--- src/rtl/axi_pkg.sv ---
// Shared AXI definitions for the read and write masters: FSM state type and
// fixed AW/AR attribute encodings.
package axi_pkg;

    typedef enum logic [1:0] {
        IDLE = 2'd0,
        ADDR = 2'd1,
        DATA = 2'd2,
        RESP = 2'd3
    } axi_state_e;

    localparam logic [2:0] SIZE_8B    = 3'b011;
    localparam logic [1:0] BURST_INCR = 2'b01;
    localparam logic [3:0] CACHE_BUF  = 4'b0010;
    localparam logic [1:0] RESP_OKAY  = 2'b00;

endpackage

--- src/rtl/axi_master_wr.sv ---
// Single-burst AXI4 write master: one AW, len+1 W beats of 64 bits, one B.
// Optional B response checking is enabled by defining AXI_WR_RESP_CHK_EN.
module axi_master_wr
    import axi_pkg::*;
#(
    parameter logic [3:0] AXI_ID = 4'd0
) (
    input  logic        clk,
    input  logic        rst_n,

    input  logic        wr_start,
    input  logic [29:0] wr_addr,
    input  logic [7:0]  wr_len,
    input  logic [63:0] wr_data,
    output logic        wr_ready,
    output logic        wr_done,
    output logic        wr_err,
    output logic        m_axi_w_handshake,

    output logic [3:0]  m_axi_awid,
    output logic [29:0] m_axi_awaddr,
    output logic [7:0]  m_axi_awlen,
    output logic [2:0]  m_axi_awsize,
    output logic [1:0]  m_axi_awburst,
    output logic        m_axi_awlock,
    output logic [3:0]  m_axi_awcache,
    output logic [2:0]  m_axi_awprot,
    output logic [3:0]  m_axi_awqos,
    output logic        m_axi_awvalid,
    input  logic        m_axi_awready,

    output logic [63:0] m_axi_wdata,
    output logic [7:0]  m_axi_wstrb,
    output logic        m_axi_wlast,
    output logic        m_axi_wvalid,
    input  logic        m_axi_wready,

    input  logic [3:0]  m_axi_bid,
    input  logic [1:0]  m_axi_bresp,
    input  logic        m_axi_bvalid,
    output logic        m_axi_bready
);

    axi_state_e  state_q;
    logic [29:0] addr_q;
    logic [7:0]  len_q;
    logic [7:0]  beat_cnt_q;
    logic        awvalid_q;
    logic        wvalid_q;
    logic        bready_q;
    logic        done_q;

    logic        w_hs;
    logic        b_hs;
    logic        wlast;

    assign w_hs  = wvalid_q & m_axi_wready;
    assign b_hs  = bready_q & m_axi_bvalid;
    // Counter stops at len_q on the last beat, so len=255 never needs to wrap.
    assign wlast = wvalid_q & (beat_cnt_q == len_q);

    always_ff @(posedge clk or negedge rst_n) begin
        if (!rst_n) begin
            state_q    <= IDLE;
            addr_q     <= '0;
            len_q      <= '0;
            beat_cnt_q <= '0;
            awvalid_q  <= 1'b0;
            wvalid_q   <= 1'b0;
            bready_q   <= 1'b0;
            done_q     <= 1'b0;
        end else begin
            done_q <= 1'b0;
            case (state_q)
                IDLE: begin
                    if (wr_start) begin
                        addr_q    <= wr_addr;
                        len_q     <= wr_len;
                        awvalid_q <= 1'b1;
                        state_q   <= ADDR;
                    end
                end
                ADDR: begin
                    if (m_axi_awready) begin
                        awvalid_q  <= 1'b0;
                        wvalid_q   <= 1'b1;
                        beat_cnt_q <= '0;
                        state_q    <= DATA;
                    end
                end
                DATA: begin
                    if (w_hs) begin
                        if (wlast) begin
                            wvalid_q <= 1'b0;
                            bready_q <= 1'b1;
                            state_q  <= RESP;
                        end else begin
                            beat_cnt_q <= beat_cnt_q + 8'd1;
                        end
                    end
                end
                RESP: begin
                    if (m_axi_bvalid) begin
                        bready_q <= 1'b0;
                        done_q   <= 1'b1;
                        state_q  <= IDLE;
                    end
                end
                default: state_q <= IDLE;
            endcase
        end
    end

`ifdef AXI_WR_RESP_CHK_EN
    logic err_q;

    // Sticky until the next accepted start so the user can read it after wr_done.
    always_ff @(posedge clk or negedge rst_n) begin
        if (!rst_n) begin
            err_q <= 1'b0;
        end else if (state_q == IDLE && wr_start) begin
            err_q <= 1'b0;
        end else if (b_hs && (m_axi_bresp != RESP_OKAY || m_axi_bid != AXI_ID)) begin
            err_q <= 1'b1;
        end
    end

    assign wr_err = err_q;
`else
    logic unused_b;
    assign unused_b = ^{m_axi_bid, m_axi_bresp, b_hs};
    assign wr_err   = 1'b0;
`endif

    assign wr_ready          = (state_q == IDLE);
    assign wr_done           = done_q;
    assign m_axi_w_handshake = w_hs;

    assign m_axi_awid    = AXI_ID;
    assign m_axi_awaddr  = addr_q;
    assign m_axi_awlen   = len_q;
    assign m_axi_awsize  = SIZE_8B;
    assign m_axi_awburst = BURST_INCR;
    assign m_axi_awlock  = 1'b0;
    assign m_axi_awcache = CACHE_BUF;
    assign m_axi_awprot  = 3'b000;
    assign m_axi_awqos   = 4'b0000;
    assign m_axi_awvalid = awvalid_q;

    assign m_axi_wdata  = wr_data;
    assign m_axi_wstrb  = 8'hFF;
    assign m_axi_wlast  = wlast;
    assign m_axi_wvalid = wvalid_q;

    assign m_axi_bready = bready_q;

endmodule
--- config.mk ---
export PLATFORM = sky130hd
export DESIGN_NAME = axi_master_wr
export DESIGN_NICKNAME = d
export VERILOG_FILES = /design/src/rtl/axi_pkg.sv /design/src/rtl/axi_master_wr.sv
export SDC_FILE = /design/constraint.sdc
export NUM_CORES = 1
export LEC_CHECK = 0
export BUFFER_PORTS_ARGS = -buffer_cell sky130_fd_sc_hd__buf_2
export CELL_PAD_IN_SITES_DETAIL_PLACEMENT = 1
export CELL_PAD_IN_SITES_GLOBAL_PLACEMENT = 2
export CORE_ASPECT_RATIO = 1.2
export CORE_UTILIZATION = 21
export DETAILED_ROUTE_END_ITERATION = 6
export PLACE_DENSITY_LB_ADDON = 0.25
export SKIP_LAST_GASP = 1
export SLEW_MARGIN = 5
export SYNTH_ARGS = -nofsm -noshare
export SYNTH_HDL_FRONTEND = slang
export SYNTH_SLANG_ARGS = --single-unit
export TNS_END_PERCENT = 50
--- constraint.sdc ---
create_clock -name clk -period 2.3 [get_ports clk]
set_input_delay 0.23 -clock clk [delete_from_list [all_inputs] [get_ports clk]]
set_output_delay 0.23 -clock clk [all_outputs]
set_load 0.01 [all_outputs]
==> qor.csv, run 1 <==
metric,value,unit
fp.coreArea,14350,um^2
vias_per_cell,4.055,
timing.rr.start,beat_cnt_q[1],
synth_common_cells,"buf_4 (95), dfrtp_1 (52), mux2_2 (38)",
grt_start_max_net_pins,39,
nNetsFinal,432,
first_iter_violations,42,
clock_sinks,52,
clk_latency,0.29,ns
crit_buf_inv,1,
period_share,86.35,%
clk_pin_slew_worst_paths,0.07,ns
drv_slew,0,
worst-path-stages,4,
setup_violations,0,
drive_gt1_share,45.54,%
cp_slowest_cell,dfrtp_1,
placed_cell_area,3177,um^2
wl_met1,2944,um
antennaDiodeCount,0,
synth.yosys.seq_area_share,42.14,%
first_global_vias,2139,
wire_per_inst,14.42,um
synth-seq-cells,52,
syn_area,3088,um^2
antenna_found_initial,0,
rr_endpoint,state_q[1],
setup_tns,0,ns
synthDistinctLibCells,38,
cp-end-kind,primary output,
n_fill_cell,1630,
wl,7051,um
fmax,0.5035,GHz
die_y,134.8,um
ys_dominant_reg_cell,dfrtp_1,
area_growth,8.509,%
postSynthAreaPerCell,10.80,um^2
netlist.top_cell.by_area,dfrtp_1,
max_slew_margin,63.53,%
dr.pass1.iters,4,
critPathLaunchType,register,
rrSetupSlack,0.39,ns
fin_ws,0.3140,ns
final_hold_viol_count,0,
cts_buffers,5,
dp_cells,480,
h-tree-depth,2,
ctsResizeCount,0,
synth_most_common_cell,buf_4,
synthTopCellsByArea,"dfrtp_1 (42%), buf_4 (23%), mux2_2 (14%), xor2_1 (2.3%), ha_1 (2.0%)",
tightest_slew,0.5470,ns
root_buffer,clkbuf_16,
cap_violations,0,
cts.path.max_buffers,2,
cpLargestDelayFamily,simple AND/OR/NAND/NOR gates,
crit_path_max_incr_delay,0.44,ns
initial_core_util,21.51,%
seqCellArea,1301,um^2
crit_end,m_axi_wlast,
stdcell_area,3351,um^2
wl_met2,3383,um
min-delay-path-class,in -> reg,
crit_chain,xor2_1 -> nor4_4 -> and4_4 -> buf_2,
portBuffers,88,
finalNonFillerCells,489,
dr_total_vias,1983,
drc,0,
rows,48,
ir_drop,0.3162,mV
die-area,15200,um^2
cp_max_fo,5,
setup.worst_path.start,beat_cnt_q[1],
status,"finished, final reports clean",
required,2.07,ns
top_layer,met4,
drtAntennaViolNets,0,
dp_hpwl,5314,um
p_per_area,1311,nW/um^2
overflow,0,
cp.arrival,1.76,ns
syn_inst,286,
multiInputGateArea,1127,um^2
cts_tree,built,
io_pins,253,
fin_skew,0.008494,ns
place_congestion,0.6764,
grt_pass1_wl,11210,um
synth-edff-count,0,
path_class,reg -> out,
yosysWarningCount,0,
async_reset_ff_share,100.0,%
die_w,112.7,um
rsz0062_at_grt,false,
yosysTopAreaCellShare,42.14,%
rr_worst_depth,5,
power_leakage,1.614,nW
wl_met3,541,um
dp_slack,0.3588,ns
groute.usage.overall,9.627,%
fin_crit,1.986,ns
[cells by family (layout without fill, tap and decap cells)]
logic type | count (synthesis) | after routing | synth area share (%)
compound gates | 23 | 23 | 5.025
xor+xnor | 8 | 8 | 2.269
fa+ha+maj | 5 | 5 | 2.026
buf+inv | 108 | 108 | 24.84
flops | 52 | 52 | 42.14
mux | 41 | 41 | 14.87
other cells | 2 | 30 | 0.2432
simple gates | 47 | 47 | 8.590
[through the flow]
step / power (mW) / util [%] / hold slack, ns
CTS: 4.506 / 23.34 / 0.1484
detailed placement: 3.605 / 22.13 / 0.2590
finish: 4.394 / 23.34 / 0.1617
global route: 4.739 / 23.34 / 0.1616
global placement: 3.564 / 22.13 / 0.2508
floorplan: 2.954 / - / -0.06559
[where the power goes]
part | internal, mW | leakage [nW] | total (mW) | switching [mW]
logic | 0.910 | 0.909 | 1.89 | 0.976
registers | 1.34 | 0.624 | 1.65 | 0.302
clock network | 0.513 | 0.0808 | 0.861 | 0.348
[worst min-delay path by stage]
| stage | from | end | cells past startpoint |
|---|---|---|---|
| 3_5_place_dp | rst_n | m_axi_awaddr[22] | 1 |
| 4_1_cts | wr_addr[20] | m_axi_awaddr[20] | 2 |
| 6_report | wr_addr[20] | m_axi_awaddr[20] | 2 |
| 5_1_grt | wr_addr[23] | m_axi_awaddr[23] | 2 |
| 2_1_floorplan | rst_n | beat_cnt_q[0] | 0 |
| 3_3_place_gp | rst_n | m_axi_awaddr[22] | 1 |
[layout make-up]
| cell class | count | area share [%] |
|---|---|---|
| flip-flops and latches | 52 | 38.84 |
| clock inverters | 2 | 1.046 |
| well taps | 175 | 6.535 |
| multi-input cells | 154 | 33.64 |
| repair buffers | 95 | 15.53 |
| inverters | 5 | 0.5601 |
| clock buffers | 6 | 3.846 |
[worst register-to-register path, cell delays in order, from the launching register on]
cell     delay [ns]
dfrtp_1        0.44
xor2_1         0.21
nor4_4         0.38
nand4_1        0.23
a21oi_2        0.22
mux2_1         0.33
[flip-flops by register name, summed over array words and instances, names as in the netlist]
register and cells:
state_q 2, wr_done 1, beat_cnt_q 8, m_axi_awvalid 1
m_axi_awaddr 30, m_axi_wvalid 1, m_axi_awlen 8, m_axi_bready 1
[cells in the final DEF (no fill, tap or decap), types with 2 or more instances in the layout]
master / instances
buf_2: 88
dfrtp_1: 52
mux2_2: 38
conb_1: 30
nand2_1: 13
xor2_1: 8
nand3_1: 8
o21ai_0: 7
nand4_1: 6
inv_1: 5
ha_1: 5
clkbuf_16: 5
nor2_1: 4
buf_4: 4
nand2b_1: 3
nor3_1: 3
o211ai_1: 3
mux2i_1: 2
a21oi_1: 2
o21ai_1: 2
o311ai_0: 2
a32oi_1: 2
buf_12: 2
[repair_timing]
| action | CTS | global route |
|---|---|---|
| hold endpoints to repair | 20 | 0 |
| hold buffers | 1 | 0 |
| endpoints found under the setup margin | 0 | 0 |
| buffers inserted | 0 | 0 |
[layer usage]
metal  up-vias  global-route usage, %
met3        21                  2.738
li1        895                      -
met4         0                  4.963
met2        93                  16.19
met5         -                      0
met1       974                  11.15
Power figures use the tool's default switching activity.
==> run 2, diff against run 1 <==
- RECOVER_POWER: default -> 100
- SKIP_CTS_REPAIR_TIMING: default -> 1
==> qor.csv, run 2 (same netlist as run 1, synthesis figures left out) <==
metric,value,unit,change
clk_latency,0.29,ns,about the same
dr.pass1.iters,4,,unchanged
cts_tree,built,,
fin_crit,2.027,ns,+0.04147 ns
p_per_area,1300,nW/um^2,-0.88%
nNetsFinal,432,,unchanged
cap_violations,0,,unchanged
place_congestion,0.6764,,unchanged
setup_tns,0,ns,unchanged
die-area,15200,um^2,unchanged
clk_pin_slew_worst_paths,0.07,ns,about the same
cp_max_fo,5,,unchanged
tightest_slew,1.296,ns,+0.7495 ns
drtAntennaViolNets,0,,unchanged
root_buffer,clkbuf_16,,
wire_per_inst,14.39,um,-0.23%
required,2.07,ns,about the same
min-delay-path-class,in -> reg,,
dr_total_vias,1997,,+0.71%
wl,7035,um,-0.23%
io_pins,253,,unchanged
cts.path.max_buffers,2,,unchanged
antenna_found_initial,0,,unchanged
p_total,4.247,mW,-3.3%
dp_slack,0.3588,ns,unchanged
first_global_vias,2136,,-0.14%
internal_power,2.625,mW,-5.1%
initial_core_util,21.51,%,unchanged
combPwrFrac,40.8,%,-2.1 points
stdcell_area,3268,um^2,-2.5%
dp_cells,480,,unchanged
fp.coreArea,14350,um^2,unchanged
groute.usage.overall,9.618,%,-0.0097 points
first_iter_violations,41,,-2.4%
clock_sinks,52,,unchanged
setup_violations,0,,unchanged
path_class,reg -> out,,
vias_per_cell,4.084,,+0.71%
rsz0062_at_grt,false,,
critPathLaunchType,register,,
n_fill_cell,1664,,+2.1%
status,"finished, final reports clean",,
antennaDiodeCount,0,,unchanged
drv_slew,0,,unchanged
final_hold_viol_count,0,,unchanged
area_growth,5.835,%,
rows,48,,unchanged
period_share,88.15,%,+1.8 points
power_frac_seq,38.9,%,+1.4 points
switching_share,38.20,%,+1.2 points
p_sw,1.623,mW,-0.24%
clockPowerShare,20.3,%,+0.7 points
cp-end-kind,primary output,,
drc,0,,unchanged
final_common_cell,dfrtp_1,,
die_y,134.8,um,unchanged
h-tree-depth,2,,unchanged
dp_hpwl,5314,um,unchanged
fin_skew,0.007261,ns,-0.001233 ns
die_w,112.7,um,unchanged
overflow,0,,unchanged
largest_reg_flops,30,,unchanged
grt_start_max_net_pins,39,,unchanged
portBuffers,88,,unchanged
power_leakage,1.473,nW,-8.8%
ir_drop,0.3130,mV,-1.0%
finalNonFillerCells,489,,unchanged
grt_pass1_wl,11200,um,-0.12%
drive_gt1_share,29.94,%,-16 points
final_cell_mix,"dfrtp_1 (52), clkbuf_1 (48), buf_2 (43)",,
placed_cell_area,3177,um^2,unchanged
fin_ws,0.2725,ns,-0.04147 ns
cts_buffers,5,,unchanged
cp.arrival,1.80,ns,+0.04 ns
max_slew_margin,13.57,%,-50 points
fmax,0.4932,GHz,-2.0%
-- run 2: cell count changes in the layout (fill, tap and decap cells not counted), sizes merged --
| cell | change |
|---|---|
| buf | -48 |
| clkbuf | +48 |
-- run 2: power groups by stage --
stage / sequential [mW] / clock (mW) / combinational, mW
2_1_floorplan: 1.78 / 0 / 1.17
3_3_place_gp: 1.65 / 0 / 1.91
3_5_place_dp: 1.67 / 0 / 1.93
4_1_cts: 1.66 / 0.910 / 1.94
5_1_grt: 1.73 / 0.923 / 1.95
6_report: 1.65 / 0.862 / 1.73
-- run 2: final cells by class --
cell class	instances	area [um^2]	share of cell area [%]
clock inverters	2	35.03	1.072
clock buffers	6	128.9	3.943
repair buffers	95	444.2	13.59
well taps	175	219.0	6.700
inverters	5	18.77	0.5743
multi-input cells	154	1121	34.30
flip-flops and latches	52	1301	39.82
-- run 2: routing by layer --
layer  part of all wire, %  vias to the layer above  GRT usage, %
li1                      -                      894             -
met5                     0                        -             0
met1                    41                      985         11.12
met4                   2.6                        0         4.963
met3                   8.0                       23         2.738
met2                    48                       95         16.19
-- run 2: metrics by stage --
stage	utilization (%)	hold WS, ns
after floorplan	-	-0.06559
after global placement	22.13	0.2508
after detailed placement	22.13	0.2590
after CTS	23.27	-0.06686
after global routing	22.77	0.1615
final	22.77	0.1622
-- run 2: worst paths after layout --
kind,startpoint,endpoint,slack (ns),cells after the start
setup / recovery,beat_cnt_q[1],m_axi_wlast,0.27,4
hold / removal,wr_addr[23],m_axi_awaddr[23],0.16,2
setup reg to reg,state_q[0],beat_cnt_q[4],0.31,7
hold reg to reg,m_axi_awaddr[13],m_axi_awaddr[13],0.50,1
max in group asynchronous,rst_n,m_axi_wvalid,0.71,3
min in group asynchronous,rst_n,m_axi_awlen[2],0.79,2
-- run 2: worst max-delay path, stage by stage (launching register included) --
cell and delay, ns:
dfrtp_1 0.44, xor2_1 0.21, nor4_4 0.37, and4_1 0.32, buf_2 0.17
